==> src/rtl/regfile_pkg.sv <==
// Shared types and helpers for the parametrised MIPS register file.
package regfile_pkg;

    // Flush engine states
    typedef enum logic [1:0] {
        IDLE  = 2'd0,
        CLEAR = 2'd1,
        DONE  = 2'd2
    } flush_state_e;

    // Byte-lane merge: take the incoming byte where its enable is set,
    // otherwise keep the stored byte.
    function automatic logic [7:0] byte_merge(
        input logic [7:0] old_byte,
        input logic [7:0] new_byte,
        input logic       be
    );
        return be ? new_byte : old_byte;
    endfunction

    // True when the address names the hardwired-zero register.
    function automatic logic is_hardwired_zero(
        input int unsigned addr,
        input int unsigned zero_reg
    );
        return (zero_reg != 0) && (addr == 0);
    endfunction

endpackage

==> src/rtl/regfile_flush_fsm.sv <==
// Sequential flush engine: walks the array one entry per cycle, then
// pulses flush_done for a single cycle before returning to IDLE.
module regfile_flush_fsm
    import regfile_pkg::*;
#(
    parameter int unsigned NUM_REGS = 32,
    parameter int unsigned PTR_W    = 5
) (
    input  logic             clk,
    input  logic             rst_n,
    input  logic             flush_req,
    output logic             flush_busy,
    output logic             flush_done,
    output logic             clr_en,
    output logic [PTR_W-1:0] clr_addr
);

    localparam logic [PTR_W-1:0] LAST_PTR = PTR_W'(NUM_REGS - 1);

    flush_state_e     state;
    flush_state_e     state_next;
    logic [PTR_W-1:0] ptr;
    logic [PTR_W-1:0] ptr_next;

    // State and pointer registers
    always_ff @(posedge clk or negedge rst_n) begin
        if (!rst_n) begin
            state <= IDLE;
            ptr   <= '0;
        end else begin
            state <= state_next;
            ptr   <= ptr_next;
        end
    end

    // Next-state: request sampled only in IDLE; DONE always passes through IDLE
    always_comb begin
        state_next = state;
        ptr_next   = ptr;
        unique case (state)
            IDLE: begin
                if (flush_req) begin
                    state_next = CLEAR;
                    ptr_next   = '0;
                end
            end
            CLEAR: begin
                if (ptr == LAST_PTR) begin
                    state_next = DONE;
                    ptr_next   = '0;
                end else begin
                    ptr_next = ptr + 1'b1;
                end
            end
            DONE: begin
                state_next = IDLE;
            end
            default: begin
                state_next = IDLE;
                ptr_next   = '0;
            end
        endcase
    end

    // Outputs decoded from the current state
    always_comb begin
        flush_busy = (state == CLEAR);
        flush_done = (state == DONE);
        clr_en     = (state == CLEAR);
        clr_addr   = ptr;
    end

endmodule

==> src/rtl/regfile_param.sv <==
// Parametrised register file with byte-enabled writes, optional hardwired
// zero register, optional write-to-read bypass and a sequential flush engine.
module regfile_param
    import regfile_pkg::*;
#(
    parameter int unsigned DATA_W   = 32,
    parameter int unsigned NUM_REGS = 32,
    parameter int unsigned ADDR_W   = 5,
    parameter int unsigned ZERO_REG = 1,
    parameter int unsigned BYPASS   = 1
) (
    input  logic                clk,
    input  logic                rst_n,
    input  logic [ADDR_W-1:0]   rd_addr1,
    input  logic [ADDR_W-1:0]   rd_addr2,
    output logic [DATA_W-1:0]   rd_data1,
    output logic [DATA_W-1:0]   rd_data2,
    input  logic                wr_en,
    input  logic [ADDR_W-1:0]   wr_addr,
    input  logic [DATA_W-1:0]   wr_data,
    input  logic [DATA_W/8-1:0] wr_be,
    input  logic                flush_req,
    output logic                flush_busy,
    output logic                flush_done
);

    localparam int unsigned BE_W  = DATA_W / 8;
    localparam int unsigned IDX_W = (NUM_REGS > 1) ? $clog2(NUM_REGS) : 1;

    logic [DATA_W-1:0] regs [NUM_REGS];

    logic              clr_en;
    logic [IDX_W-1:0]  clr_addr;

    logic              wr_in_range;
    logic              wr_ok;
    logic [DATA_W-1:0] wr_old;
    logic [DATA_W-1:0] wr_merged;

    logic              rd1_visible;
    logic              rd2_visible;

    regfile_flush_fsm #(
        .NUM_REGS (NUM_REGS),
        .PTR_W    (IDX_W)
    ) u_flush_fsm (
        .clk        (clk),
        .rst_n      (rst_n),
        .flush_req  (flush_req),
        .flush_busy (flush_busy),
        .flush_done (flush_done),
        .clr_en     (clr_en),
        .clr_addr   (clr_addr)
    );

    // Write acceptance: enabled, not flushing, in range, not the zero register
    always_comb begin
        wr_in_range = (32'(wr_addr) < NUM_REGS);
        wr_ok       = wr_en && !flush_busy && wr_in_range &&
                      !is_hardwired_zero(32'(wr_addr), ZERO_REG);
    end

    // Stored value at the write address, used as the base for the byte merge
    always_comb begin
        wr_old = '0;
        if (wr_in_range) begin
            wr_old = regs[wr_addr[IDX_W-1:0]];
        end
    end

    for (genvar g = 0; g < BE_W; g++) begin : g_lane
        assign wr_merged[8*g +: 8] = byte_merge(wr_old[8*g +: 8], wr_data[8*g +: 8], wr_be[g]);
    end

    // Array update: reset clears everything, flush clears one entry per cycle.
    // Flush clears and accepted writes never coincide since writes are
    // refused while the flush engine is busy.
    always_ff @(posedge clk or negedge rst_n) begin
        if (!rst_n) begin
            for (int unsigned i = 0; i < NUM_REGS; i++) begin
                regs[IDX_W'(i)] <= '0;
            end
        end else begin
            if (clr_en) begin
                regs[clr_addr] <= '0;
            end
            if (wr_ok) begin
                regs[wr_addr[IDX_W-1:0]] <= wr_merged;
            end
        end
    end

    // Which read addresses map onto real, non-hardwired registers
    always_comb begin
        rd1_visible = (32'(rd_addr1) < NUM_REGS) &&
                      !is_hardwired_zero(32'(rd_addr1), ZERO_REG);
        rd2_visible = (32'(rd_addr2) < NUM_REGS) &&
                      !is_hardwired_zero(32'(rd_addr2), ZERO_REG);
    end

    // Read port 1: stored contents, overridden by the merged write when bypassing
    always_comb begin
        rd_data1 = '0;
        if (rd1_visible) begin
            rd_data1 = regs[rd_addr1[IDX_W-1:0]];
        end
        if ((BYPASS != 0) && wr_ok && (rd_addr1 == wr_addr)) begin
            rd_data1 = wr_merged;
        end
    end

    // Read port 2: stored contents, overridden by the merged write when bypassing
    always_comb begin
        rd_data2 = '0;
        if (rd2_visible) begin
            rd_data2 = regs[rd_addr2[IDX_W-1:0]];
        end
        if ((BYPASS != 0) && wr_ok && (rd_addr2 == wr_addr)) begin
            rd_data2 = wr_merged;
        end
    end

endmodule

==> config.mk <==
export PLATFORM = sky130hd
export DESIGN_NAME = regfile_param
export DESIGN_NICKNAME = d
export VERILOG_FILES = /design/src/rtl/regfile_pkg.sv /design/src/rtl/regfile_flush_fsm.sv /design/src/rtl/regfile_param.sv
export SDC_FILE = /design/constraint.sdc
export NUM_CORES = 2
export LEC_CHECK = 0
export ABC_CLOCK_PERIOD_IN_PS = 3800
export BUFFER_PORTS_ARGS = -buffer_cell sky130_fd_sc_hd__buf_2
export CORE_ASPECT_RATIO = 0.75
export CORE_MARGIN = 4
export CORE_UTILIZATION = 60
export CTS_BUF_LIST = sky130_fd_sc_hd__clkbuf_2
export DETAILED_ROUTE_END_ITERATION = 7
export PLACE_DENSITY_LB_ADDON = 0.12
export SYNTH_ARGS = -nofsm -noshare
export SYNTH_HDL_FRONTEND = slang
export SYNTH_SLANG_ARGS = --single-unit
==> constraint.sdc <==
create_clock -name clk -period 3.8 [get_ports clk]
set_clock_uncertainty 0.15 [all_clocks]
set_input_delay 0.57 -clock clk [delete_from_list [all_inputs] [get_ports clk]]
set_output_delay 0.57 -clock clk [all_outputs]
set_load 0.1 [all_outputs]
==> out/results.txt <==
Clock Path Buffers: 4
CTS tree: built
Setup crit end: rd_data2[1]
H-tree levels: 5
Routability Congestion: 0.999
Detailed Route WL: 275000 um
Initial core utilization: 0.608
Post-synthesis register bit count: 1031
Crit path time final: 4.62 ns
Worst path bufs/invs: 1
Worst slew pin tran: 1.16 ns
Crit start category: flop
HPWL Detailed: 157000 um
Mapped Area: 63200 um2
Total gr overflow: 0
Area Overhead vs Synth: 20.1%
Status: complete, but fails checks
MaxCap Viol Count: 0
Total CTS buffers: 278
Multiplexer area fraction after synthesis: 0.264
Flop-to-flop setup slack: 0.22 ns
Crit path kind: reg2out
Max Slew Vio Count: 0
WP depth: 5
WL met3: 48800 um
Post-synthesis cell type count: 59
WL met1: 93900 um
Syn Nets: 5089
Adder and majority gate portion of the synthesized area: 0.000990
Post-synth ARST share: 1.00
DR WL met2: 108000 um
Sequential-to-total area share from yosys stat: 0.408
Vias: 58783
Max Fclk: 0.216 GHz
Die Span Y: 289 um
Post-route ant nets: 0
Final net count: 5698
Crit-path slowest cell: mux4_2
R2R cell count: 8
DR pass1 iterations: 8
Critical path, cell by cell: mux4_2, mux4_2, nor3b_1, a221o_2, buf_12
Layout Cell Area excl Fill: 75900 um2
Worst setup margin: -0.822 ns
IO Pins: 121
Synth Area per Inst: 12.6 um2
Worst-path fanout max: 3
Hold Path Class: in2reg
Final Hold Fails: 0
Complex-gate fraction of the synthesized area: 0.244
Core area: 104000 um2
EDFF count, synth: 0
Drt first-iter violations: 10570
Source of the worst register-to-register timing path: u_flush_fsm.state[0]$_DFFE_PN0P_
Via/cell ratio: 8.16
Clk Latency, worst-skew pair: 1.66 ns
Critical path's largest stage delay: 0.52 ns
Initial antenna violation count: 8
Final Setup Violations: 64
Top cell by count, worst path: mux4_2
Largest net degree at the start of global routing: 120
XOR/XNOR Fraction of Synth Area: 0.00166
Setup crit start: regs[865]$_DFF_PN0_
Synth Flop Type: dfrtp_1
Slew HR: 0.229
R2R Path End: regs[843]$_DFF_PN0_
Clock sink total: 1031
Share of cells above drive strength 1: 0.351
CP top delay family: multiplexers
Main combinational cell family by area after synthesis: multiplexers
DRC: 0
Top layer in use: met5
Fill count: 7165
Die W: 383 um
Register clock-pin slew on the reported worst setup and hold paths: 0.12 ns
Cells after Synth: 5029
Synth Warn #: 0
Total track usage: 0.488
Leak: 0.0338 uW
Row count: 102
Post-synthesis simple-gate area fraction: 0.0319
CP endpoint kind: output port
Vias in the first global route: 57368
Failing checks: negative setup slack
WP data arrival: 3.90 ns
Setup WS pre-CTS: -0.188 ns
Power density over cell area: 419 nW/um2
Period utilization: 1.22
First-pass GRT wire length: 394000 um
VDD IR max: 0.402 mV
Port Buffer Count: 120
Root buffer cell: clkbuf_2
WL per Instance: 38.1 um
Die area: 111000 um2
RSZ-0062 raised after global routing: true
Placed Instance Area: 70100 um2
Critical path required time: 3.08 ns
==> power breakdown <==
part | total, uW | internal, uW | switching (uW) | leakage, uW
sequential | 13700 | 12200 | 1460 | 0.0143
clock | 7620 | 2700 | 4920 | 0.00171
combinational | 10500 | 4520 | 5990 | 0.0177
total | 31800 | 19400 | 12400 | 0.0338
==> worst min path at each step <==
| stage | startpoint | end | slack, ns | depth (start not counted) |
|---|---|---|---|---|
| 5_1_grt | wr_addr[0] | regs[824]$_DFF_PN0_ | 0.05 | 6 |
| 4_1_cts | flush_req | u_flush_fsm.state[0]$_DFFE_PN0P_ | 0.01 | 5 |
| 2_1_floorplan | rst_n | regs[0]$_DFF_PN0_ | 0.12 | 0 |
| 3_3_place_gp | u_flush_fsm.state[1]$_DFFE_PN0P_ | u_flush_fsm.state[0]$_DFFE_PN0P_ | 0.28 | 1 |
| 3_5_place_dp | u_flush_fsm.state[1]$_DFFE_PN0P_ | u_flush_fsm.state[0]$_DFFE_PN0P_ | 0.31 | 1 |
| 6_report | wr_addr[0] | regs[31]$_DFF_PN0_ | 0.14 | 6 |
==> layout by cell type (no fill, tap or decap), types with 8 or more instances in the layout <==
cell | synthesis | layout
a21oi_1 | 186 | 152
nor3b_4 | 30 | 31
inv_2 | 1 | 9
nand2_1 | 107 | 102
clkinv_1 | 1 | 43
clkinv_2 | 0 | 10
dfrtp_1 | 1031 | 1030
o21bai_1 | 33 | 33
clkbuf_2 | 1 | 375
o21ai_1 | 0 | 9
a32oi_4 | 0 | 21
nand3_1 | 12 | 12
mux2i_1 | 561 | 561
mux4_2 | 459 | 459
nor2_4 | 0 | 30
buf_6 | 21 | 23
buf_12 | 1 | 190
a32oi_2 | 30 | 9
a21oi_4 | 0 | 31
a2bb2oi_4 | 0 | 27
a22oi_1 | 276 | 241
dlygate4sd3_1 | 0 | 88
a221o_1 | 64 | 58
nor2b_4 | 0 | 8
and2_1 | 40 | 37
xnor2_1 | 11 | 11
a221oi_2 | 0 | 21
a22oi_2 | 0 | 35
o21ai_0 | 87 | 77
a22o_1 | 996 | 996
a221oi_1 | 158 | 131
buf_4 | 51 | 578
buf_2 | 103 | 46
nor2_1 | 95 | 64
inv_1 | 65 | 64
nand2b_1 | 12 | 11
mux2_2 | 66 | 64
==> stage by stage <==
step / total power (uW) / instances / utilization / hold slack [ns] / TNS (ns)
floorplan: 19000 / 5029 / - / 0.124 / -2.30
global placement: 22800 / 6458 / 0.674 / 0.280 / -2.77
detailed placement: 23000 / 6458 / 0.674 / 0.312 / -2.40
CTS: 30900 / 7109 / 0.720 / 0.0150 / -46.75
global route: 32700 / 7204 / 0.730 / 0.0526 / -46.97
finish: 31800 / 7206 / 0.730 / 0.140 / -41.16
==> final cells by class <==
class                      instances  area (um2)  area share
sequential                      1031       25800       0.340
timing repair buffer             939        9770       0.129
inverter                          67         258     0.00340
antenna                            7        17.5    0.000231
clock buffer                     375        1880      0.0247
clock inverter                    62         272     0.00358
tap                             1404        1760      0.0232
multi-input combinational       3321       36100       0.476
==> tightest hold or removal path: stages <==
cell      delay, ns
clkbuf_8       0.25
buf_4          0.21
nand3_1        0.34
nor2_4         0.24
a21oi_4        0.10
a22o_1         0.19
==> cells by family after synthesis <==
group / after synthesis
AOI/OAI and AO/OA: 1876
xor gates and xnor gates: 12
adders and majority gates: 5
buffers and inverters: 677
DFF: 1031
muxes: 1086
and+or+nand+nor: 342
==> what timing repair did <==
item                                    in CTS  in global routing
endpoints found under the setup margin      65                 66
resized for setup                          101                 79
buffers inserted                           124                 96
gates cloned                                 3                  0
hold buffers                                90                  0
hold endpoints to repair                  2029                  0
pin swaps                                   60                 66
==> metal layers <==
| layer | vias to the layer above | GRT usage |
|---|---|---|
| met5 | - | 0 |
| met4 | 8 | 0.344 |
| met3 | 1492 | 0.237 |
| met2 | 6423 | 0.638 |
| met1 | 29016 | 0.631 |
| li1 | 21844 | - |
==> cells in the mapped netlist, types with 11 or more instances <==
library cell | instances | area [um2]
a21oi_1 | 186 | 931
a221o_1 | 64 | 641
a221oi_1 | 158 | 1380
a22o_1 | 996 | 8720
a22oi_1 | 276 | 2070
a2bb2oi_1 | 17 | 149
a2bb2oi_2 | 13 | 195
a32oi_2 | 30 | 488
and2_1 | 40 | 250
buf_1 | 29 | 109
buf_2 | 103 | 515
buf_4 | 51 | 383
buf_6 | 21 | 236
clkbuf_1 | 395 | 1480
dfrtp_1 | 1031 | 25800
inv_1 | 65 | 244
mux2_2 | 66 | 743
mux2i_1 | 561 | 5620
mux4_2 | 459 | 10300
nand2_1 | 107 | 402
nand2b_1 | 12 | 75.1
nand3_1 | 12 | 60.1
nor2_1 | 95 | 357
nor2b_1 | 15 | 93.8
nor3b_4 | 30 | 563
o21ai_0 | 87 | 435
o21bai_1 | 33 | 248
xnor2_1 | 11 | 96.3
==> state kept, by name, indices dropped and copies added, names as in the netlist <==
register and cells:
regs 1024, u_flush_fsm.clr_addr 5, u_flush_fsm.state 2
No activity file was read; power rests on OpenSTA's default activity.
